<file path="config.mk">
export PLATFORM = sky130hd
export DESIGN_NAME = des_perm_unit_flat
export DESIGN_NICKNAME = d
export VERILOG_FILES = /design/src/rtl/des_pkg.sv /design/src/rtl/des_perm_unit_if.sv /design/src/rtl/des_blk_fifo.sv /design/src/rtl/des_perm_unit.sv /design/src/flat_wrapper.sv
export SDC_FILE = /design/constraint.sdc
export NUM_CORES = 1
export LEC_CHECK = 0
export CELL_PAD_IN_SITES_DETAIL_PLACEMENT = 0
export CELL_PAD_IN_SITES_GLOBAL_PLACEMENT = 1
export CORE_AREA = 10 10 227 164
export CTS_CLUSTER_SIZE = 12
export DETAILED_ROUTE_END_ITERATION = 6
export DIE_AREA = 0 0 237 174
export HOLD_SLACK_MARGIN = 0.12
export PLACE_DENSITY = 0.94
export SLEW_MARGIN = 20
export SYNTH_ARGS = -nofsm -noshare
export SYNTH_HDL_FRONTEND = slang
export SYNTH_SLANG_ARGS = --single-unit
</file>
<file path="constraint.sdc">
create_clock -name clk -period 15.8 [get_ports clk]
set_clock_uncertainty 0.05 [all_clocks]
set_input_delay 3.16 -clock clk [delete_from_list [all_inputs] [get_ports clk]]
set_output_delay 3.16 -clock clk [all_outputs]
set_load 0.01 [all_outputs]
</file>
<file path="src/rtl/des_pkg.sv">
// -----------------------------------------------------------------------------
// des_pkg
// Shared DES definitions: block type, permutation mode, the initial permutation
// (IP) and inverse initial permutation (IP^-1) tables, and a table-driven
// permute function. Bit numbering follows DES: index 0 of a des_blk_t is DES
// bit 1, the MSB. Table entries are 1-based source bit numbers, as printed in
// the DES standard.
// -----------------------------------------------------------------------------
package des_pkg;

    localparam int DES_W   = 64;
    localparam int ENTRY_W = DES_W + 1;   // mode bit + block, as stored in the FIFO

    typedef logic [0:DES_W-1] des_blk_t;
    typedef logic [6:0]       tbl_idx_t;  // holds 1..64

    typedef enum logic {
        PERM_IP     = 1'b0,
        PERM_IP_INV = 1'b1
    } perm_mode_e;

    localparam tbl_idx_t IP_TABLE [64] = '{
        7'd58, 7'd50, 7'd42, 7'd34, 7'd26, 7'd18, 7'd10, 7'd2,
        7'd60, 7'd52, 7'd44, 7'd36, 7'd28, 7'd20, 7'd12, 7'd4,
        7'd62, 7'd54, 7'd46, 7'd38, 7'd30, 7'd22, 7'd14, 7'd6,
        7'd64, 7'd56, 7'd48, 7'd40, 7'd32, 7'd24, 7'd16, 7'd8,
        7'd57, 7'd49, 7'd41, 7'd33, 7'd25, 7'd17, 7'd9,  7'd1,
        7'd59, 7'd51, 7'd43, 7'd35, 7'd27, 7'd19, 7'd11, 7'd3,
        7'd61, 7'd53, 7'd45, 7'd37, 7'd29, 7'd21, 7'd13, 7'd5,
        7'd63, 7'd55, 7'd47, 7'd39, 7'd31, 7'd23, 7'd15, 7'd7
    };

    localparam tbl_idx_t IP_INV_TABLE [64] = '{
        7'd40, 7'd8, 7'd48, 7'd16, 7'd56, 7'd24, 7'd64, 7'd32,
        7'd39, 7'd7, 7'd47, 7'd15, 7'd55, 7'd23, 7'd63, 7'd31,
        7'd38, 7'd6, 7'd46, 7'd14, 7'd54, 7'd22, 7'd62, 7'd30,
        7'd37, 7'd5, 7'd45, 7'd13, 7'd53, 7'd21, 7'd61, 7'd29,
        7'd36, 7'd4, 7'd44, 7'd12, 7'd52, 7'd20, 7'd60, 7'd28,
        7'd35, 7'd3, 7'd43, 7'd11, 7'd51, 7'd19, 7'd59, 7'd27,
        7'd34, 7'd2, 7'd42, 7'd10, 7'd50, 7'd18, 7'd58, 7'd26,
        7'd33, 7'd1, 7'd41, 7'd9,  7'd49, 7'd17, 7'd57, 7'd25
    };

    // Output bit i takes input bit (table[i] - 1); the table is 1-based.
    function automatic des_blk_t des_permute(input des_blk_t din, input perm_mode_e sel);
        des_blk_t dout;
        tbl_idx_t src;
        logic [5:0] pos;
        dout = '0;
        for (int i = 0; i < DES_W; i++) begin
            pos = 6'(i);
            if (sel == PERM_IP_INV) begin
                src = IP_INV_TABLE[i];
            end else begin
                src = IP_TABLE[i];
            end
            dout[pos] = din[6'(src - 7'd1)];
        end
        return dout;
    endfunction

endpackage

</file>
<file path="src/rtl/des_perm_unit_if.sv">
// -----------------------------------------------------------------------------
// des_perm_unit_if
// Stream bundle of the permutation unit.
//   in_valid/in_ready/mode/data_in     : input block handshake
//   out_valid/out_ready/data_out/out_mode : output block handshake
//   status                             : unit idle (nothing buffered)
//   blk_count                          : blocks delivered, wraps
// master = block producer/consumer side, slave = the unit.
// -----------------------------------------------------------------------------
interface des_perm_unit_if
    import des_pkg::*;
#(
    parameter int CNT_W = 16
) ();

    logic             in_valid;
    logic             in_ready;
    logic             mode;
    des_blk_t         data_in;
    logic             out_valid;
    logic             out_ready;
    des_blk_t         data_out;
    logic             out_mode;
    logic             status;
    logic [CNT_W-1:0] blk_count;

    modport master (
        output in_valid, mode, data_in, out_ready,
        input  in_ready, out_valid, data_out, out_mode, status, blk_count
    );

    modport slave (
        input  in_valid, mode, data_in, out_ready,
        output in_ready, out_valid, data_out, out_mode, status, blk_count
    );

endinterface

</file>
<file path="src/rtl/des_blk_fifo.sv">
// -----------------------------------------------------------------------------
// des_blk_fifo
// Synchronous FIFO with show-ahead head. When empty, rdata keeps the last
// popped entry (zero after reset) instead of exposing stale storage.
//   clk, rst          : clock, asynchronous active-high reset
//   push, wdata, full : write side; push while full is taken only with a pop
//   pop, rdata, empty : read side; rdata is the head entry
// DEPTH must be a power of two (>= 2) so the pointers wrap naturally.
// -----------------------------------------------------------------------------
module des_blk_fifo #(
    parameter int WIDTH = 65,
    parameter int DEPTH = 4
) (
    input  logic             clk,
    input  logic             rst,
    input  logic             push,
    input  logic [WIDTH-1:0] wdata,
    input  logic             pop,
    output logic [WIDTH-1:0] rdata,
    output logic             full,
    output logic             empty
);

    localparam int AW = $clog2(DEPTH);
    localparam logic [AW-1:0] PTR_ONE  = AW'(1);
    localparam logic [AW:0]   CNT_ONE  = (AW+1)'(1);
    localparam logic [AW:0]   CNT_FULL = (AW+1)'(DEPTH);

    logic [WIDTH-1:0] mem_r [DEPTH];
    logic [WIDTH-1:0] last_r;
    logic [AW-1:0]    wr_ptr_r;
    logic [AW-1:0]    rd_ptr_r;
    logic [AW:0]      count_r;
    logic             push_ok_s;
    logic             pop_ok_s;

    assign full      = (count_r == CNT_FULL);
    assign empty     = (count_r == '0);
    assign pop_ok_s  = pop && !empty;
    assign push_ok_s = push && (!full || pop_ok_s);

    // Head selection: live entry when occupied, otherwise the last one popped.
    always_comb begin
        rdata = last_r;
        if (empty) begin
            rdata = last_r;
        end else begin
            rdata = mem_r[rd_ptr_r];
        end
    end

    // Entry storage; contents are only observable through pointers, so no reset.
    always_ff @(posedge clk) begin
        if (push_ok_s) begin
            mem_r[wr_ptr_r] <= wdata;
        end
    end

    // Pointers, occupancy and last-popped holding register.
    always_ff @(posedge clk or posedge rst) begin
        if (rst) begin
            wr_ptr_r <= '0;
            rd_ptr_r <= '0;
            count_r  <= '0;
            last_r   <= '0;
        end else begin
            if (push_ok_s) begin
                wr_ptr_r <= wr_ptr_r + PTR_ONE;
            end
            if (pop_ok_s) begin
                rd_ptr_r <= rd_ptr_r + PTR_ONE;
                last_r   <= mem_r[rd_ptr_r];
            end
            case ({push_ok_s, pop_ok_s})
                2'b10:   count_r <= count_r + CNT_ONE;
                2'b01:   count_r <= count_r - CNT_ONE;
                default: count_r <= count_r;
            endcase
        end
    end

endmodule

</file>
<file path="src/rtl/des_perm_unit.sv">
// -----------------------------------------------------------------------------
// des_perm_unit
// Applies the DES initial permutation (mode 0) or its inverse (mode 1) to a
// stream of 64-bit blocks. Accepted blocks are permuted into a one-entry stage
// and then buffered in a FIFO whose head drives the output.
//   clk  : clock
//   set  : asynchronous active-high reset; discards all buffered blocks
//   bus  : stream bundle (des_perm_unit_if.slave)
// -----------------------------------------------------------------------------
module des_perm_unit
    import des_pkg::*;
#(
    parameter int FIFO_DEPTH = 4,
    parameter int CNT_W      = 16
) (
    input  logic          clk,
    input  logic          set,
    des_perm_unit_if.slave bus
);

    logic               run_r;        // holds in_ready low until the first edge after reset
    logic               stage_valid_r;
    des_blk_t           stage_data_r;
    logic               stage_mode_r;
    logic [CNT_W-1:0]   blk_count_r;

    logic               fifo_full_s;
    logic               fifo_empty_s;
    logic [ENTRY_W-1:0] fifo_rdata_s;
    logic               pop_s;
    logic               drain_s;
    logic               in_ready_s;
    logic               accept_s;

    // Handshake decode; in_ready looks at out_ready but never at in_valid.
    always_comb begin
        pop_s      = !fifo_empty_s && bus.out_ready;
        drain_s    = stage_valid_r && (!fifo_full_s || pop_s);
        in_ready_s = run_r && (!stage_valid_r || drain_s);
        accept_s   = bus.in_valid && in_ready_s;
    end

    // Stage register, ready enable and delivered-block counter.
    always_ff @(posedge clk or posedge set) begin
        if (set) begin
            run_r         <= 1'b0;
            stage_valid_r <= 1'b0;
            stage_data_r  <= '0;
            stage_mode_r  <= 1'b0;
            blk_count_r   <= '0;
        end else begin
            run_r <= 1'b1;
            if (accept_s) begin
                stage_valid_r <= 1'b1;
                stage_data_r  <= des_permute(bus.data_in, perm_mode_e'(bus.mode));
                stage_mode_r  <= bus.mode;
            end else if (drain_s) begin
                stage_valid_r <= 1'b0;
            end else begin
                stage_valid_r <= stage_valid_r;
            end
            if (pop_s) begin
                blk_count_r <= blk_count_r + CNT_W'(1);
            end else begin
                blk_count_r <= blk_count_r;
            end
        end
    end

    des_blk_fifo #(
        .WIDTH (ENTRY_W),
        .DEPTH (FIFO_DEPTH)
    ) u_fifo (
        .clk   (clk),
        .rst   (set),
        .push  (drain_s),
        .wdata ({stage_mode_r, stage_data_r}),
        .pop   (pop_s),
        .rdata (fifo_rdata_s),
        .full  (fifo_full_s),
        .empty (fifo_empty_s)
    );

    assign bus.in_ready  = in_ready_s;
    assign bus.out_valid = !fifo_empty_s;
    assign bus.out_mode  = fifo_rdata_s[ENTRY_W-1];
    assign bus.data_out  = fifo_rdata_s[DES_W-1:0];
    assign bus.status    = !stage_valid_r && fifo_empty_s;
    assign bus.blk_count = blk_count_r;

endmodule

</file>
<file path="src/flat_wrapper.sv">
// flat-port wrapper written by rule: the top's interface ports become plain ports
module des_perm_unit_flat import des_pkg::*;
#(
    parameter int FIFO_DEPTH = 4,
    parameter int CNT_W      = 16
)
  (clk, set, bus_in_valid, bus_mode, bus_data_in, bus_out_ready, bus_in_ready, bus_out_valid, bus_data_out, bus_out_mode, bus_status, bus_blk_count);
  des_perm_unit_if #(.CNT_W(CNT_W)) bus_i ();
  input  logic clk;
  input  logic set;
  input wire logic [$bits(bus_i.in_valid)-1:0] bus_in_valid;
  input wire logic [$bits(bus_i.mode)-1:0] bus_mode;
  input wire logic [$bits(bus_i.data_in)-1:0] bus_data_in;
  input wire logic [$bits(bus_i.out_ready)-1:0] bus_out_ready;
  output wire logic [$bits(bus_i.in_ready)-1:0] bus_in_ready;
  output wire logic [$bits(bus_i.out_valid)-1:0] bus_out_valid;
  output wire logic [$bits(bus_i.data_out)-1:0] bus_data_out;
  output wire logic [$bits(bus_i.out_mode)-1:0] bus_out_mode;
  output wire logic [$bits(bus_i.status)-1:0] bus_status;
  output wire logic [$bits(bus_i.blk_count)-1:0] bus_blk_count;
  assign bus_i.in_valid = bus_in_valid;
  assign bus_i.mode = bus_mode;
  assign bus_i.data_in = bus_data_in;
  assign bus_i.out_ready = bus_out_ready;
  assign bus_in_ready = bus_i.in_ready;
  assign bus_out_valid = bus_i.out_valid;
  assign bus_data_out = bus_i.data_out;
  assign bus_out_mode = bus_i.out_mode;
  assign bus_status = bus_i.status;
  assign bus_blk_count = bus_i.blk_count;
  des_perm_unit #(.FIFO_DEPTH(FIFO_DEPTH), .CNT_W(CNT_W)) u_core (.clk(clk), .set(set), .bus(bus_i));
endmodule
</file>
# Word level (Yosys, flattened, before mapping)
# Memory sizes are Yosys's and may differ from the RTL's.
# Index checks and enable logic that the tools add are counted.
[op_classes]
addsub = 69
n_mul = 0
n_div = 0
magnitude_cmp = 64
n_eq_ne = 3
shift = 0
mux = 322
bitwise = 64
n_reduce_logical = 16
[op_table]
columns = ["cell", "n"]
rows = [
  ["2-to-1 mux 6 bit", 96],
  [">= comparator 7 bit, second input constant", 64],
  ["NOT 6 -> 7 bit", 64],
  ["binary-select mux 1 bit (select 6 bit)", 64],
  ["subtractor 6 x 1 -> 6 bit, second input constant", 64],
  ["2-to-1 mux 1 bit", 132],
  ["2-to-1 mux 5 bit", 17],
  ["2-to-1 mux 65 bit", 1],
  ["2-to-1 mux 3 bit", 6],
  ["adder 16 x 1 -> 16 bit, second input constant", 1],
  ["2-to-1 mux 4 bit", 3],
  ["logical AND 1 bit", 7],
  ["case mux 3 bit (2 select lines)", 1],
  ["adder 2 x 1 -> 2 bit, second input constant", 2],
  ["2-to-1 mux 2 bit", 2],
  ["nonzero test 2 bit", 2],
  ["adder 3 x 1 -> 3 bit, second input constant", 1],
  ["== test 3 bit, second input constant", 1],
  ["zero test 1 bit", 3],
  ["zero test 3 bit", 1],
  ["logical OR 1 bit", 3],
  ["subtractor 3 x 1 -> 3 bit, second input constant", 1],
  ["== test 2 x 1 -> 1 bit, second input constant", 1],
  ["== test 2 bit, second input constant", 1],
]
[word_totals]
ff_bits = 155
latch_bits = 0
ram_bits = 260
rom_bits = 0
inputBits = 69
output_inout_bits = 84
word_cells = 548
memories = 1
[memory_table]
columns = ["name", "depth", "width", "read_ports", "rd_ports_with_merged_regs", "wr", "line_no", "rtl"]
rows = [
  ["u_core.u_fifo.mem_r", 4, 65, 1, 0, 1, "des_blk_fifo.sv:29", "logic [WIDTH-1:0] mem_r [DEPTH];"],
]

# Logic depth before layout (Yosys ltp)
[logic_depth]
word_depth = 14
ltp_mapped = 10

# By module
# A second synthesis with hierarchy kept.
[hier_totals]
cells_unflattened = 1086
area_unflattened_um2 = 17057.6
[by_module_without_submodules]
columns = ["mod", "instances", "cells_per_inst", "area_each_um2"]
rows = [
  ["des_blk_fifo", 1, 743, 13326.5],
  ["des_perm_unit", 1, 343, 3731.1],
]

# Worst setup path after synthesis
# Ideal clock, no wire load.
[synth_path]
path_kind = "input-to-output"
start = "input bus_out_ready"
end = "output bus_in_ready"
t_arrival_ps = 3697
required_ps = 12590
slack_ps = 8893
stages = 3
path_buffers = 0
cell_sequence = "nor4b_4 nand2_1 and2_1"
[synth_between]
elab_chain_cells = 5
[synth_rtl]
columns = ["item", "line_no", "rtl"]
rows = [
  ["from (decl)", "flat_wrapper.sv:14", "input wire logic [$bits(bus_i.out_ready)-1:0] bus_out_ready;"],
  ["logical AND 1 bit", "des_perm_unit.sv:37", "pop_s = !fifo_empty_s && bus.out_ready;"],
  ["logical OR 1 bit", "des_perm_unit.sv:38", "drain_s = stage_valid_r && (!fifo_full_s || pop_s);"],
  ["logical AND 1 bit", "des_perm_unit.sv:38", ""],
  ["logical OR 1 bit", "des_perm_unit.sv:39", "in_ready_s = run_r && (!stage_valid_r || drain_s);"],
  ["logical AND 1 bit", "des_perm_unit.sv:39", ""],
  ["to (decl)", "flat_wrapper.sv:15", "output wire logic [$bits(bus_i.in_ready)-1:0] bus_in_ready;"],
]
# No other way between the ends.

# Worst setup path after layout
# Same ends and word-level chain as after synthesis.

==> flow_summary.yaml <==
routing:
  routed_wirelength_um: 36700
  routed-via-count: 9151
  dr.first_iter.drc_count: 615
  antenna_left: 0
  avgViaCountPerCell: 5.44
  wl_per_cell_um: 21.8
  first_pass_iters: 4
  drcViolationCount: 0
job:
  cap_violations: 0
timing:
  worst_pin_slew_ns: 1.09
  rsz0062_at_grt: "false"
  finalSetupViolations: 0
  fin_crit_sh_pct: 50.6
  period_needed_ns: 8.00
  tns_ns: 0
  max_freq_mhz: 125
  max_slew_margin_pct: 27.1
  report.final.slew_viol_count: 0
  hold_viol_final: 0
power_and_ir_drop:
  p_sw_share_pct: 29.9
  pwr-share-comb_pct: 32.1
  total_power_uw: 3700
  p_leak_uw: 0.00766
  seqPwrFrac_pct: 42.7
  p_per_area_nw_per_um2: 185
  power_frac_clock_pct: 25.3
  p_switching_uw: 1110
  peakVddDrop_v: 0.000114
  p_int_uw: 2600
placed_design:
  dp_hpwl_um: 21300
  place.port_buffers: 152
  gp_congestion: 0.756
cts:
  clk_pin_slew_ns: 0.06
  root_buffer: "clkbuf_16"
  htree_levels: 2
  cts_setup_buffers: 0
  insertion_delay_ns: 0.53
  post_cts_resized: 0
  clock-sinks: 415
  cts_buffers: 42
  cts_tree: "yes"
  cts_hold_buf: 0
  clk_path_buf_depth: 3
synthesis:
  seq_area_frac_synth_pct: 69.4
  netlist_area_um2: 16800
  syn_inst: 1065
  synthTopCellsByCount: "260 x edfxtp_1, 207 x nand2_1, 155 x dfrtp_1"
  ys_ff_latch: 415
  synth_top_area_share_pct: 46.4
  synth_nets: 1141
  synth.largest_area_cell: "edfxtp_1"
  yosys-top-cells-area: "edfxtp_1 46%, dfrtp_1 23%, mux4_2 8.7%"
  synth_cell_types: 32
  avgSynthCellArea_um2: 15.8
  ys.warnings.count: 0
  synth-edff-count: 260
  async_flop_share_pct: 37.3
  ys.flop_type: "edfxtp_1"
  synth.most_common_cell: "edfxtp_1"
floorplan:
  die_w_um: 237
  initial_core_util_pct: 51.0
  rows: 56
  core_um2: 33000
  die_y_um: 174
  ios: 153
  die_area_um2: 41200
hold_path:
  worstHoldPathType: "reg2reg"
grt:
  track_usage_pct: 17.7
  grt_max_degree: 94
  overflow: 0
  grt_pass1_vias: 9730
  antenna_found_initial: 3
  grt_pass1_wl_um: 57200
final_layout:
  drive_above_1_share_pct: 16.9
  syn_to_final_growth_pct: 18.6
  nets: 1288
worst_setup_path:
  worstSetupEndpointType: "output port"
  critPathArrivalTime_ns: 4.79
  crit_required_ns: 12.59
  cp-start-kind: "input port"
  path_class: "in2out"
  path_max_fanout: 3
outcome:
  outcome: "finished, final reports clean"
[path summary, 6_finish.rpt]
kind / from / to / slack [ns] / cells after the start
worst max-delay path: bus_out_ready / bus_in_ready / 7.80 / 5
worst min-delay path: u_core.bus.blk_count[15] / u_core.bus.blk_count[15] / 0.42 / 1
worst max register to register: u_core.u_fifo.count_r[0] / u_core.u_fifo.count_r[2] / 12.53 / 10
worst min register to register: u_core.bus.blk_count[15] / u_core.bus.blk_count[15] / 0.42 / 1
max in group asynchronous: set / u_core.u_fifo.rd_ptr_r[1] / 11.03 / 3
min in group asynchronous: set / u_core.u_fifo.wr_ptr_r[0] / 3.14 / 2
[power groups by stage]
stage / Clock, uW / Combinational [uW] / Sequential (uW)
2_1_floorplan: 0 / 794 / 1500
3_3_place_gp: 0 / 1190 / 1580
3_5_place_dp: 0 / 1200 / 1600
4_1_cts: 953 / 1210 / 1580
5_1_grt: 998 / 1290 / 1610
6_report: 935 / 1190 / 1580
[critical path, cell delays in order]
cell,delay [ns]
clkdlybuf4s50_1,0.50
nor4b_4,0.37
nand2_1,0.11
and2_1,0.16
clkdlybuf4s50_1,0.48
[cell usage in the layout, fill, tap and decap left out, drive strengths merged, types with 2 or more instances in the layout]
cell type,Yosys,layout
a21oi,61,61
and2,5,5
and4,2,2
buf,34,10
clkbuf,24,72
clkdlybuf4s50,0,151
clkinv,0,3
dfrtp,155,155
diode,0,4
edfxtp,260,260
ha,6,6
inv,9,9
mux2,70,70
mux2i,61,61
mux4,65,65
nand2,207,207
nand3,4,4
nand4,7,7
nor2,66,66
xnor2,18,18
xor2,3,3
[cells by family after synthesis]
logic type / share of synthesized area [%]
AO/OA/AOI/OAI: 1.99
XOR/XNOR: 1.09
adder cells (fa/ha/maj): 0.565
buffers and inverters: 2.24
flip-flops: 69.4
multiplexers: 17.7
other: 0.0223
AND/OR/NAND/NOR: 7.01
[state kept, by name, summed over array words and instances, names as in the netlist]
register	cells
u_core.stage_data_r	64
u_core.u_fifo.rd_ptr_r	2
u_core.u_fifo.count_r	3
u_core.u_fifo.wr_ptr_r	2
u_core.u_fifo.last_r	65
u_core.run_r	1
u_core.u_fifo.mem_r	260
u_core.stage_valid_r	1
u_core.stage_mode_r	1
u_core.bus.blk_count	16
[area by class of cell]
class	instances	area (um^2)
Clock inverter	4	22.5
Clock buffer	72	1270
Antenna cell	4	10.0
Fill cell	2429	13000
Timing Repair Buffer	161	1600
Sequential cell	415	11700
Inverter	9	38.8
Multi-Input combinational cell	583	4800
Tap cell	435	544
[stage by stage]
stage          instances  utilization, %  instance area (um^2)  setup WS [ns]  hold WS, ns
2_1_floorplan       1065               -                 16800           8.41        0.392
3_3_place_gp        1602            56.5                 18700           7.83        0.404
3_5_place_dp        1602            56.5                 18700           7.80        0.409
4_1_cts             1678            60.4                 19900           7.79        0.424
5_1_grt             1683            60.5                 20000           7.75        0.432
6_report            1683            60.5                 20000           7.80        0.416
[routing by layer]
| layer | track usage, % | vias to the layer above | routed length, um |
|---|---|---|---|
| met5 | 0 | - | 0 |
| met4 | 4.55 | 0 | 610 |
| met1 | 22.9 | 4691 | 16000 |
| met2 | 29.6 | 207 | 18100 |
| li1 | - | 4199 | - |
| met3 | 4.22 | 54 | 1930 |
(Power assumes the default switching activity.)
==> RTL change: new RTL, same settings <==
Put a register stage on the output `bus.status`, without a reset. The value now appears one clock later.
--- a/src/rtl/des_perm_unit.sv
+++ b/src/rtl/des_perm_unit.sv
@@ -87,3 +87,5 @@
     assign bus.data_out  = fifo_rdata_s[DES_W-1:0];
-    assign bus.status    = !stage_valid_r && fifo_empty_s;
+    always_ff @(posedge clk) begin
+        bus.status <= !stage_valid_r && fifo_empty_s;
+    end
     assign bus.blk_count = blk_count_r;
Function: not settled (the Yosys comparison gave no result); the edit may change what the design does.
==> RTL change against the unedited design <==
  * Routed wire length grew 2.8%
  * Sequential share of layout area grew 0.48 points
  * Worst setup slack lost 41 ps
  * Highest routed layer unchanged
  * Cell area shrank 0.66%
  * Sequential cell count grew 1
  * Largest power group unchanged
  * Synthesized area shrank 0.69%
  * Via count grew 6.5%
  * Core utilization shrank 0.40 points
  * Fmax shrank 0.51%
  * Power shrank 0.64%
  * Synthesized cell count grew 13%
  * Global-route usage grew 0.49 points
==> RTL change: results (changes against the unedited design) <==
** Route
- Length of routed wiring on met1 :: 16200 µm (+1.5%)
- Per-cell via count in the routed design :: 5.38 (-1.1%)
- DR pass1 iterations :: 5 (+1)
- Met2 wire len :: 17900 µm (-1.3%)

** Finish
- The ratio of cells with drive above 1 in the final layout was 10.2% (-6.6 points).
- The number of non-clock inverters in the layout came to 10 (+1).
- The count of clock-net buffers in the final layout was 71 (-1.4%).
- Non-clock buffer share :: 8.00% (-0.0096 points)
- Fraction of the core area covered by cells at the end of the flow :: 60.1% (-0.40 points)

** Place
- Total cell area at the placement stage :: 0.0186 mm² (-0.44%)
- GPL Wtd Cong :: 0.751 (-0.57%)
- The worst-case setup slack after placement is 7760 ps (-40.1 ps).

** Setup path
- Worst R2R End :: u_core.u_fifo.mem_r[3][18]
- Data arrival at the endpoint of the critical path :: 4830 ps (+40 ps)
- Stage delay of the slowest cell on the critical path :: 520 ps (+20 ps)

** Synth
- Area fraction in compound gates after synthesis :: 2.00% (+0.014 points)
- The average size of a mapped cell is 13.9 µm² (-12%).
- The share of the yosys chip area belonging to registers came to 70.0% (+0.60 points).
- Synth area leaders :: edfxtp_1, dfrtp_1, nand2_1
- Synth cell types :: 35 (+9.4%)
- Synth async-reset ratio :: 37.3% (-0.090 points)
- Counting instances in the post-synthesis netlist gives the leading cell types as nand2_1, edfxtp_1, dfrtp_1.

** Global routing
- Global Route met1 Usage :: 24.3% (+1.4 points)
- The global-route usage over all layers is 18.2% (+0.49 points).
- Initial antenna violation count :: 0 (-3)

** Outcome
- Status :: finished clean

** Power
- The cell leakage power came to 7.79 nW (+1.7%).
- Areal power density over the cells :: 185 mW/mm² (about the same)

** Worst hold path
- In this run the most critical hold path is launched from u_core.u_fifo.last_r[34].
==> RTL change: cell count changes after synthesis, moves of 4 or more <==
cell	unedited run	this run
mux2_2	39	1
buf_2	19	30
buf_12	4	0
mux2_4	31	0
mux2_1	0	4
nand2_1	207	403
==> RTL change: worst max-delay path by stage <==
stage / endpoint / slack [ps] / startpoint
6_report: bus_in_ready / 7760 / bus_out_ready
5_1_grt: bus_in_ready / 7700 / bus_out_ready
4_1_cts: bus_in_ready / 7750 / bus_out_ready
3_5_place_dp: bus_in_ready / 7760 / bus_out_ready
3_3_place_gp: bus_in_ready / 7760 / bus_out_ready
2_1_floorplan: u_core.bus.blk_count[0] / 8410 / set
==> RTL change: worst register-to-register path: stages (launching register included) <==
cell and delay (ps):
dfrtp_1 550, nor4b_4 110, nor2b_1 500, and2_4 930
